**config.mk**
```make
export PLATFORM = sky130hd
export DESIGN_NAME = frame_crc_monitor_flat
export DESIGN_NICKNAME = d
export VERILOG_FILES = /design/src/rtl/frame_mon_pkg.sv /design/src/rtl/frame_crc_monitor_if.sv /design/src/rtl/video_pos_tracker.sv /design/src/rtl/frame_crc_monitor.sv /design/src/flat_wrapper.sv
export SDC_FILE = /design/constraint.sdc
export NUM_CORES = 1
export LEC_CHECK = 0
export BUFFER_PORTS_ARGS = -buffer_cell sky130_fd_sc_hd__buf_2
export CAP_MARGIN = 0
export CORE_MARGIN = 4
export CORE_UTILIZATION = 53
export CTS_BUF_LIST = sky130_fd_sc_hd__clkbuf_2
export CTS_CLUSTER_SIZE = 25
export DETAILED_ROUTE_END_ITERATION = 12
export GPL_TIMING_DRIVEN = 0
export PLACE_DENSITY = 0.83
export SYNTH_ARGS = -nofsm -noshare
export SYNTH_HDL_FRONTEND = slang
export SYNTH_SLANG_ARGS = --single-unit
```
**constraint.sdc**
```tcl
create_clock -name clk -period 4.6 [get_ports clk]
set_input_delay 0.92 -clock clk [delete_from_list [all_inputs] [get_ports clk]]
set_output_delay 0.92 -clock clk [all_outputs]
set_load 0.03 [all_outputs]
```
**src/rtl/frame_mon_pkg.sv**
```systemverilog
// Shared types and CRC helper for the frame CRC monitor.
package frame_mon_pkg;

  typedef enum logic [1:0] {IDLE, RUN, REPORT} state_t;

  localparam logic [15:0] CRC_POLY = 16'h1021;
  localparam logic [15:0] CRC_INIT = 16'hFFFF;

  // CRC-16-CCITT over the low nbits of data, MSB first, in one step.
  function automatic logic [15:0] crc16_step(input logic [15:0] crc,
                                             input logic [15:0] data,
                                             input int          nbits);
    logic [15:0] c;
    logic        fb;
    c  = crc;
    fb = 1'b0;
    for (int i = 15; i >= 0; i--) begin
      if (i < nbits) begin
        fb = c[15] ^ data[i];
        c  = {c[14:0], 1'b0} ^ (fb ? CRC_POLY : 16'h0000);
      end
    end
    return c;
  endfunction

endpackage

```
**src/rtl/frame_crc_monitor_if.sv**
```systemverilog
// Video input triple plus frame report bundle for frame_crc_monitor.
// master = video source / report consumer, slave = the monitor.
interface frame_crc_monitor_if #(
  parameter int RGB_W  = 3,
  parameter int X_W    = 9,
  parameter int Y_W    = 9,
  parameter int FCNT_W = 16
);
  logic                 hsync;
  logic                 vsync;
  logic [RGB_W-1:0]     rgb;
  logic                 frame_valid;
  logic [15:0]          frame_crc;
  logic [Y_W-1:0]       frame_lines;
  logic [X_W-1:0]       frame_width;
  logic                 width_mismatch;
  logic                 frame_changed;
  logic [FCNT_W-1:0]    frame_count;
  logic [7:0][15:0]     hist;

  modport master (
    output hsync, vsync, rgb,
    input  frame_valid, frame_crc, frame_lines, frame_width,
           width_mismatch, frame_changed, frame_count, hist
  );

  modport slave (
    input  hsync, vsync, rgb,
    output frame_valid, frame_crc, frame_lines, frame_width,
           width_mismatch, frame_changed, frame_count, hist
  );
endinterface

```
**src/rtl/video_pos_tracker.sv**
```systemverilog
// Input registers, sync edge detect, pixel phase and x/y geometry.
// Frame-level counts are exported as their next values so a line that
// closes in the same cycle as the frame is included in the report.
module video_pos_tracker #(
  parameter int RGB_W   = 3,
  parameter int PIX_DIV = 2,
  parameter int X_W     = 9,
  parameter int Y_W     = 9
) (
  input  logic             clk,
  input  logic             reset,
  input  logic             hsync,
  input  logic             vsync,
  input  logic [RGB_W-1:0] rgb,
  input  logic             clr,
  output logic             sample,
  output logic             line_end,
  output logic             frame_end,
  output logic [RGB_W-1:0] pix,
  output logic [Y_W-1:0]   lines_nx,
  output logic [X_W-1:0]   width_nx,
  output logic             mismatch_nx
);
  localparam int PH_W = (PIX_DIV > 1) ? $clog2(PIX_DIV) : 1;

  logic             hs_q, vs_q, hs_d, vs_d;
  logic [RGB_W-1:0] rgb_q;
  logic [PH_W-1:0]  phase, phase_eff;
  logic             hs_rise;
  logic [X_W-1:0]   x_cnt, x_nx, first_w;
  logic [Y_W-1:0]   y_cnt;
  logic             mm;

  // register raw inputs once, keep previous values for edge detect
  always_ff @(posedge clk or posedge reset) begin
    if (reset) begin
      hs_q <= 1'b0; vs_q <= 1'b0; hs_d <= 1'b0; vs_d <= 1'b0; rgb_q <= '0;
    end else begin
      hs_q <= hsync; vs_q <= vsync; rgb_q <= rgb;
      hs_d <= hs_q;  vs_d <= vs_q;
    end
  end

  assign hs_rise   = hs_q & ~hs_d;
  assign line_end  = hs_d & ~hs_q;
  assign frame_end = vs_d & ~vs_q;
  assign pix       = rgb_q;

  // a rising hsync realigns the pixel phase to the start of the line
  assign phase_eff = hs_rise ? '0 : phase;
  assign sample    = hs_q & vs_q & (phase_eff == '0);

  // phase counter 0..PIX_DIV-1
  always_ff @(posedge clk or posedge reset) begin
    if (reset) phase <= '0;
    else       phase <= (phase_eff == PH_W'(PIX_DIV-1)) ? '0 : phase_eff + 1'b1;
  end

  // next-state of pixel and line geometry
  always_comb begin
    x_nx        = x_cnt;
    lines_nx    = y_cnt;
    width_nx    = first_w;
    mismatch_nx = mm;
    if (sample && x_cnt != '1) x_nx = x_cnt + 1'b1;
    if (line_end) begin
      x_nx = '0;
      if (x_cnt != '0) begin
        if (y_cnt != '1) lines_nx = y_cnt + 1'b1;
        if (y_cnt == '0)            width_nx    = x_cnt;
        else if (x_cnt != first_w)  mismatch_nx = 1'b1;
      end
    end
  end

  // geometry accumulators, cleared by the frame FSM
  always_ff @(posedge clk or posedge reset) begin
    if (reset) begin
      x_cnt <= '0; y_cnt <= '0; first_w <= '0; mm <= 1'b0;
    end else if (clr) begin
      x_cnt <= '0; y_cnt <= '0; first_w <= '0; mm <= 1'b0;
    end else begin
      x_cnt <= x_nx; y_cnt <= lines_nx; first_w <= width_nx; mm <= mismatch_nx;
    end
  end
endmodule

```
**src/rtl/frame_crc_monitor.sv**
```systemverilog
// Video output monitor: per-frame CRC-16, geometry and a one-cycle report.
// Optional per-colour histogram enabled by macro FRAME_CRC_HIST_EN.
module frame_crc_monitor
  import frame_mon_pkg::*;
#(
  parameter int RGB_W   = 3,
  parameter int PIX_DIV = 2,
  parameter int X_W     = 9,
  parameter int Y_W     = 9,
  parameter int FCNT_W  = 16
) (
  input  logic                clk,
  input  logic                reset,
  frame_crc_monitor_if.slave  vif
);
  state_t             state, state_nx;
  logic               clr, latch_en, fv;
  logic               sample, line_end, frame_end;
  logic [RGB_W-1:0]   pix;
  logic [Y_W-1:0]     lines_nx;
  logic [X_W-1:0]     width_nx;
  logic               mismatch_nx;
  logic [15:0]        crc;
  logic [15:0]        r_crc;
  logic [Y_W-1:0]     r_lines;
  logic [X_W-1:0]     r_width;
  logic               r_mm, r_chg, seen;
  logic [FCNT_W-1:0]  r_cnt;

  video_pos_tracker #(
    .RGB_W(RGB_W), .PIX_DIV(PIX_DIV), .X_W(X_W), .Y_W(Y_W)
  ) u_pos (
    .clk(clk), .reset(reset),
    .hsync(vif.hsync), .vsync(vif.vsync), .rgb(vif.rgb),
    .clr(clr),
    .sample(sample), .line_end(line_end), .frame_end(frame_end),
    .pix(pix), .lines_nx(lines_nx), .width_nx(width_nx),
    .mismatch_nx(mismatch_nx)
  );

  // state register
  always_ff @(posedge clk or posedge reset) begin
    if (reset) state <= IDLE;
    else       state <= state_nx;
  end

  // next state: the first frame end only arms the monitor
  always_comb begin
    state_nx = state;
    case (state)
      IDLE:    if (frame_end) state_nx = RUN;
      RUN:     if (frame_end) state_nx = REPORT;
      REPORT:  state_nx = RUN;
      default: state_nx = IDLE;
    endcase
  end

  // outputs: report values are captured on the frame-end edge so the
  // REPORT cycle already sees cleared accumulators for the next frame
  always_comb begin
    clr      = 1'b0;
    latch_en = 1'b0;
    fv       = 1'b0;
    case (state)
      IDLE:    clr = 1'b1;
      RUN:     if (frame_end) begin latch_en = 1'b1; clr = 1'b1; end
      REPORT:  fv = 1'b1;
      default: clr = 1'b1;
    endcase
  end

  // running frame CRC
  always_ff @(posedge clk or posedge reset) begin
    if (reset)       crc <= CRC_INIT;
    else if (clr)    crc <= CRC_INIT;
    else if (sample) crc <= crc16_step(crc, 16'(pix), RGB_W);
  end

  // report latches, held between reports
  always_ff @(posedge clk or posedge reset) begin
    if (reset) begin
      r_crc <= '0; r_lines <= '0; r_width <= '0; r_mm <= 1'b0;
      r_chg <= 1'b0; r_cnt <= '0; seen <= 1'b0;
    end else if (latch_en) begin
      r_crc   <= crc;
      r_lines <= lines_nx;
      r_width <= width_nx;
      r_mm    <= mismatch_nx;
      r_chg   <= seen & (crc != r_crc);
      r_cnt   <= r_cnt + 1'b1;
      seen    <= 1'b1;
    end
  end

  assign vif.frame_valid    = fv;
  assign vif.frame_crc      = r_crc;
  assign vif.frame_lines    = r_lines;
  assign vif.frame_width    = r_width;
  assign vif.width_mismatch = r_mm;
  assign vif.frame_changed  = r_chg;
  assign vif.frame_count    = r_cnt;

`ifdef FRAME_CRC_HIST_EN
  for (genvar g = 0; g < 8; g++) begin : g_hist
    logic [15:0] cnt, held;
    // saturating colour counter, snapshotted at the report
    always_ff @(posedge clk or posedge reset) begin
      if (reset) begin
        cnt <= '0; held <= '0;
      end else begin
        if (latch_en) held <= cnt;
        if (clr) cnt <= '0;
        else if (sample && pix[2:0] == 3'(g) && cnt != '1) cnt <= cnt + 1'b1;
      end
    end
    assign vif.hist[g] = held;
  end
`else
  assign vif.hist = '0;
`endif
endmodule

```
**src/flat_wrapper.sv**
```systemverilog
// flat-port wrapper written by rule: the top's interface ports become plain ports
module frame_crc_monitor_flat import frame_mon_pkg::*;
#(
  parameter int RGB_W   = 3,
  parameter int PIX_DIV = 2,
  parameter int X_W     = 9,
  parameter int Y_W     = 9,
  parameter int FCNT_W  = 16
)
  (clk, reset, vif_hsync, vif_vsync, vif_rgb, vif_frame_valid, vif_frame_crc, vif_frame_lines, vif_frame_width, vif_width_mismatch, vif_frame_changed, vif_frame_count, vif_hist);
  frame_crc_monitor_if #(.RGB_W(RGB_W), .X_W(X_W), .Y_W(Y_W), .FCNT_W(FCNT_W)) vif_i ();
  input  logic clk;
  input  logic reset;
  input wire logic [$bits(vif_i.hsync)-1:0] vif_hsync;
  input wire logic [$bits(vif_i.vsync)-1:0] vif_vsync;
  input wire logic [$bits(vif_i.rgb)-1:0] vif_rgb;
  output wire logic [$bits(vif_i.frame_valid)-1:0] vif_frame_valid;
  output wire logic [$bits(vif_i.frame_crc)-1:0] vif_frame_crc;
  output wire logic [$bits(vif_i.frame_lines)-1:0] vif_frame_lines;
  output wire logic [$bits(vif_i.frame_width)-1:0] vif_frame_width;
  output wire logic [$bits(vif_i.width_mismatch)-1:0] vif_width_mismatch;
  output wire logic [$bits(vif_i.frame_changed)-1:0] vif_frame_changed;
  output wire logic [$bits(vif_i.frame_count)-1:0] vif_frame_count;
  output wire logic [$bits(vif_i.hist)-1:0] vif_hist;
  assign vif_i.hsync = vif_hsync;
  assign vif_i.vsync = vif_vsync;
  assign vif_i.rgb = vif_rgb;
  assign vif_frame_valid = vif_i.frame_valid;
  assign vif_frame_crc = vif_i.frame_crc;
  assign vif_frame_lines = vif_i.frame_lines;
  assign vif_frame_width = vif_i.frame_width;
  assign vif_width_mismatch = vif_i.width_mismatch;
  assign vif_frame_changed = vif_i.frame_changed;
  assign vif_frame_count = vif_i.frame_count;
  assign vif_hist = vif_i.hist;
  frame_crc_monitor #(.RGB_W(RGB_W), .PIX_DIV(PIX_DIV), .X_W(X_W), .Y_W(Y_W), .FCNT_W(FCNT_W)) u_core (.clk(clk), .reset(reset), .vif(vif_i));
endmodule
```
Yosys cells after proc, flatten, opt, wreduce, memory -nomap -nowiden
Cells that the tools add are included.

operators by class
  $add $sub $neg = 4
  eq/ne operators = 8
  muxes and demuxes = 34
  bitwise operators = 16
  reduce and logical (&&, ||, !) cells = 7

operator list
  cell                                           number
  2-to-1 mux 9 bit                               11
  2-to-1 mux 16 bit                              6
  bitwise XOR 16 bit                             3
  2-to-1 mux 13 bit                              3
  adder 9 x 1 -> 9 bit, second input constant    2
  != test 9 bit, second input constant           2
  adder 16 x 1 -> 16 bit, second input constant  1
  != test 16 bit                                 1
  2-to-1 mux 1 bit                               10
  logical NOT 9 bit                              1
  != test 9 bit                                  1
  nonzero test 9 bit                             1
  AND 1 bit                                      6
  case mux 2 bit (3 select lines)                1
  2-to-1 mux 2 bit                               2
  != test 2 x 1 -> 1 bit, second input constant  2
  NOT 1 bit                                      4
  nonzero test 3 bit                             1
  bitwise XOR 1 bit                              3
  == test 2 x 1 -> 1 bit, second input constant  1
  == test 2 bit, second input constant           1
  logical NOT 2 bit                              1
  case mux 1 bit (2 select lines)                1
  AND reduction 2 bit                            1
  3 further kinds                                3

storage, ports and cells
  register bits = 107
  bits of input ports = 7
  output and inout port bits = 181

Depth between registers and ports, before layout
  depth after elaboration = 17
  depth in mapped cells = 8

By module
A second synthesis with hierarchy kept.

unflattened totals
  cells, all modules = 627
  area, all modules = 5,929.4 µm²

by module, submodules not included
  module             instances  cells each  area an instance (µm²)  sequential area each (µm²)
  frame_crc_monitor  1          441         4,045.1                 1,796.7
  video_pos_tracker  1          186         1,884.3                 900.9

Worst setup path after synthesis
OpenSTA, ideal clock, no wires.

  path type = flip-flop to flip-flop
  start = register u_core.u_pos.x_cnt[0]
  end = register u_core.u_pos.x_cnt[7]
  setup time = 0.078 ns
  data arrival time = 2.077 ns
  required time = 4.522 ns
  path slack = 2.446 ns
  cell stages (with the launch flop) = 8
  path buffers = 0
  path through = dfrtp_1 -> ha_1 -> nand3_1 -> nor2_1 -> ha_1 -> a2111oi_1 -> or3b_1 -> a21oi_1

on the way
  word-level cells in the longest chain between the ends = 4
  elaborated cells between the ends (all ways) = 7

RTL lines
  what                      line                     RTL
  start: declaration        video_pos_tracker.sv:30  logic [X_W-1:0] x_cnt, x_nx, first_w;
  start signal: assignment  video_pos_tracker.sv:83  x_cnt <= x_nx; y_cnt <= lines_nx; first_w <= width_nx; mm <= mismatch_nx;
  adder 9 x 1 -> 9 bit      video_pos_tracker.sv:65  if (sample && x_cnt != '1) x_nx = x_cnt + 1'b1;
  2-to-1 mux 9 bit          video_pos_tracker.sv:65
  2-to-1 mux 9 bit          video_pos_tracker.sv:66  if (line_end) begin
  2-to-1 mux 9 bit          video_pos_tracker.sv:80  end else if (clr) begin

Several ways; a longest one is shown, not always the timed one. The select of a mux whose other input is x is not followed.
A chain may end at the register's enable or synchronous reset.

Worst setup path after layout
Ends and elaborated chain as after synthesis.

==> metrics.json <==
{
  "status": "completed",
  "worstPathRequired_ns": 5.07,
  "clock_sinks": 107,
  "min_period_ns": 2.47,
  "setup_ws_ns": 2.13,
  "root_buffer_cell": "clkbuf_2",
  "synth_area_per_cell_sq_um": 9.52,
  "timing.final.max_slew_violations": 0,
  "ant_diodes": 0,
  "core_region_area_sq_um": 10900,
  "number_of_iterations_in_the_first_detailed_routing_pass": 4,
  "grt_overflow_total": 0,
  "timing.rr.end": "u_core.u_pos.x_cnt[7]$_DFFE_PP0P_",
  "vias_in_the_first_global_route": 4062,
  "cts_inserted_buffers": 9,
  "reg2reg_depth": 7,
  "clk_pin_slew_ns": 0.31,
  "start_util": 0.542,
  "skew_ns": 0.0573,
  "fraction_of_the_yosys_area_taken_by_sequential_cells": 0.457,
  "initialDrtViolationCount": 194,
  "finalSetupViolCount": 0,
  "layout.cells.non_filler": 962,
  "synth_cells": 620,
  "post-cts-setup-buffers": 0,
  "die-width_microns": 114,
  "ir_worst_vdd_mv": 0.281,
  "die_area_sq_um": 12900,
  "nets": 831,
  "routed_wl_mm": 11.8,
  "drc_errors": 0,
  "post-place-cells": 947,
  "antenna_found_initial": 0,
  "post-dp-hpwl_mm": 9.08,
  "final_hold_violating_endpoints": 0,
  "hp-class": "input port to async pin",
  "synth-seq-cells": 107,
  "cts_tree": "built",
  "htreeDepth": 3,
  "row_count": 38,
  "timing.rr.start": "u_core.u_pos.x_cnt[0]$_DFFE_PP0P_",
  "worst_ep_arrival_time_ns": 2.94,
  "synth-main-ff-cell": "dfrtp_1",
  "post_cts.resized_instances": 0,
  "grt_setup_unrepaired": "false",
  "r2r_setup_slack_ns": 2.13,
  "dpl-instance-area_sq_um": 6880,
  "cp_capture_point": "u_core.u_pos.x_cnt[7]$_DFFE_PP0P_",
  "final_area_sq_um": 7000,
  "timing.max_slew.rel_slack": 0.443,
  "number_of_synthesized_flops_with_an_enable_pin": 0,
  "drive_gt1_frac": 0.281,
  "start_kind": "flop",
  "critical_path.most_common_cell": "ha_1",
  "placement.io_buffers": 59,
  "place_worst_setup_slack_ns": 2.17,
  "max_clock_freq_ghz": 0.404,
  "layout_worst_path_cycle_share": 0.537,
  "ctsLongestPathBuffers": 2,
  "synth.lib_cells_used.distinct": 52,
  "worstSetupPathType": "flop to flop",
  "synth_top_cells_by_area": "dfrtp_1 39%, buf_4 16%, xnor2_1 7.6%",
  "leakagePower_nw": 3.75,
  "tightest_slew_ns": 0.836,
  "yosys.area.top_type_share": 0.386,
  "die_y_microns": 114,
  "vias": 4445,
  "critical_path.endpoint_type": "flop",
  "grt_util_all_layers": 0.178,
  "areaGrowthSynthToFinish_pct": 18.6,
  "power.density_cell_area_nw_per_um2": 427,
  "asyncSetResetFlopFracSynth": 1.00,
  "top_level_ports": 188,
  "netlist.top_cell.by_area": "dfrtp_1",
  "crit_path_cells": "ha_1, nand3_1, nor2_1, ha_1, a2111oi_1, or3b_1, a21oi_1",
  "drtAntennaViolNets": 0,
  "routabilityCongestion": 0.873,
  "synthesis.area_sq_um": 5900,
  "wire_length_of_the_first_global_routing_pass_mm": 19.2,
  "maxCapViolations": 0,
  "max_stage_delay_ns": 0.64,
  "critical_path_peak_fanout": 8,
  "wl_per_cell_microns": 12.3,
  "grt_max_degree": 77,
  "crit_path_top_delay_cell": "a2111oi_1",
  "vias_per_cell": 4.62,
  "yosys_warnings": 0,
  "hold_buffers": 0,
  "worstSetupStartpoint": "u_core.u_pos.x_cnt[0]$_DFFE_PP0P_",
  "clk_latency_ns": 0.58
}
-- how the worst min path moves through the flow --
stage,startpoint,end,cells after the start
4_1_cts,reset,u_core.vif.frame_count[1]$_DFFE_PP0P_,2
2_1_floorplan,u_core.u_pos.hs_q$_DFF_PP0_,u_core.u_pos.hs_d$_DFF_PP0_,0
5_1_grt,reset,u_core.vif.frame_count[1]$_DFFE_PP0P_,2
3_5_place_dp,u_core.u_pos.vs_q$_DFF_PP0_,u_core.u_pos.vs_d$_DFF_PP0_,0
3_3_place_gp,u_core.u_pos.vs_q$_DFF_PP0_,u_core.u_pos.vs_d$_DFF_PP0_,0
6_report,reset,u_core.vif.frame_count[1]$_DFFE_PP0P_,2
-- registers in the layout (all words and copies together), names as in the netlist, 2 cells and up --
signal,cells
u_core.u_pos.x_cnt,9
u_core.u_pos.y_cnt,9
u_core.vif.frame_lines,9
u_core.vif.frame_width,9
u_core.vif.frame_count,16
u_core.u_pos.first_w,9
u_core.u_pos.pix,3
u_core.vif.frame_crc,16
u_core.crc,16
u_core.state,2
-- through the flow --
stage / hold slack (ns) / TNS, ns / power (W) / util
3_3_place_gp: 0.448 / -20.60 / 0.00255 / 0.629
5_1_grt: 0.271 / 0 / 0.00317 / 0.643
2_1_floorplan: 0.387 / 0 / 0.00226 / -
4_1_cts: 0.279 / 0 / 0.00301 / 0.643
3_5_place_dp: 0.450 / 0 / 0.00257 / 0.632
6_report: 0.280 / 0 / 0.00299 / 0.643
-- critical path, delay by kind of cell, from the launching register on --
family | cells | cell delay [ns]
DFF | 1 | 0.51
and+or+nand+nor | 3 | 0.59
AOI/OAI and AO/OA | 2 | 0.79
adders and majority gates | 2 | 0.53
-- cell usage after synthesis, drive strengths merged, types with 2 or more instances --
cell type / n
buf: 135
nand2: 101
dfrtp: 91
xnor2: 51
nor2: 37
nand3: 33
a21oi: 21
clkbuf: 16
dfstp: 16
mux2i: 11
nand4: 11
inv: 10
and3: 8
or4: 7
ha: 6
o21ai: 6
o31ai: 6
a31oi: 5
nand2b: 4
nor3: 4
o211ai: 4
o311ai: 4
a2111oi: 3
and4: 3
o41ai: 3
xor2: 3
nor2b: 2
nor4: 2
or3b: 2
or4b: 2
-- placed cells by master (no fill, tap or decap), types with 3 or more instances in the layout --
master    instances
inv_1             8
clkbuf_1         16
clkinv_4          3
o31ai_1           6
o311ai_1          3
nand3_1          33
dfrtp_1          91
xnor2_1          51
mux2i_1          11
ha_1              6
clkbuf_2          9
conb_1          128
and4_1            3
buf_6             3
a31oi_1           5
dfstp_2          16
o211ai_1          4
xor2_1            3
or4_1             6
nand4_1          11
nand2_1         101
buf_2            62
o21ai_1           3
and3_1            8
o41ai_1           3
a21oi_1          21
nor3_1            4
nor2_1           37
buf_4           129
nand2b_1          4
-- per-layer routing --
metal  GRT usage  up-vias  wire (microns)  share of wire
met4      0.0497        0             129          0.011
met5           0        -               0              0
met1       0.229     2076            4860           0.41
met3      0.0414       12             926          0.079
li1            -     2216               -              -
met2       0.301      141            5870           0.50
-- report_power, final --
part | internal [W] | switching, W
Combinational | 0.000396 | 0.000827
Clock | 0.000130 | 0.000307
Sequential | 0.00115 | 0.000177
-- cell families (layout without fill, tap and decap cells) --
group | count (synthesis) | after routing | synth area share
other cells | 1 | 128 | 0.000635
simple gates | 221 | 221 | 0.176
flops | 107 | 107 | 0.457
fa+ha+maj | 6 | 6 | 0.0127
compound gates | 59 | 59 | 0.0664
xor+xnor | 54 | 54 | 0.0801
buf+inv | 161 | 236 | 0.189
mux | 11 | 11 | 0.0187
-- final cells by class --
type                       instances  area (sq um)
clock buffer                       9          45.0
clock inverter                     6          75.1
timing repair buffer              60           323
multi-input combinational        479          2570
tap                              140           175
sequential                       107          2700
fill                             933          3890
buffer                           151          1080
inverter                          10          40.0
Note: power is estimated with default switching activity, not from simulation.
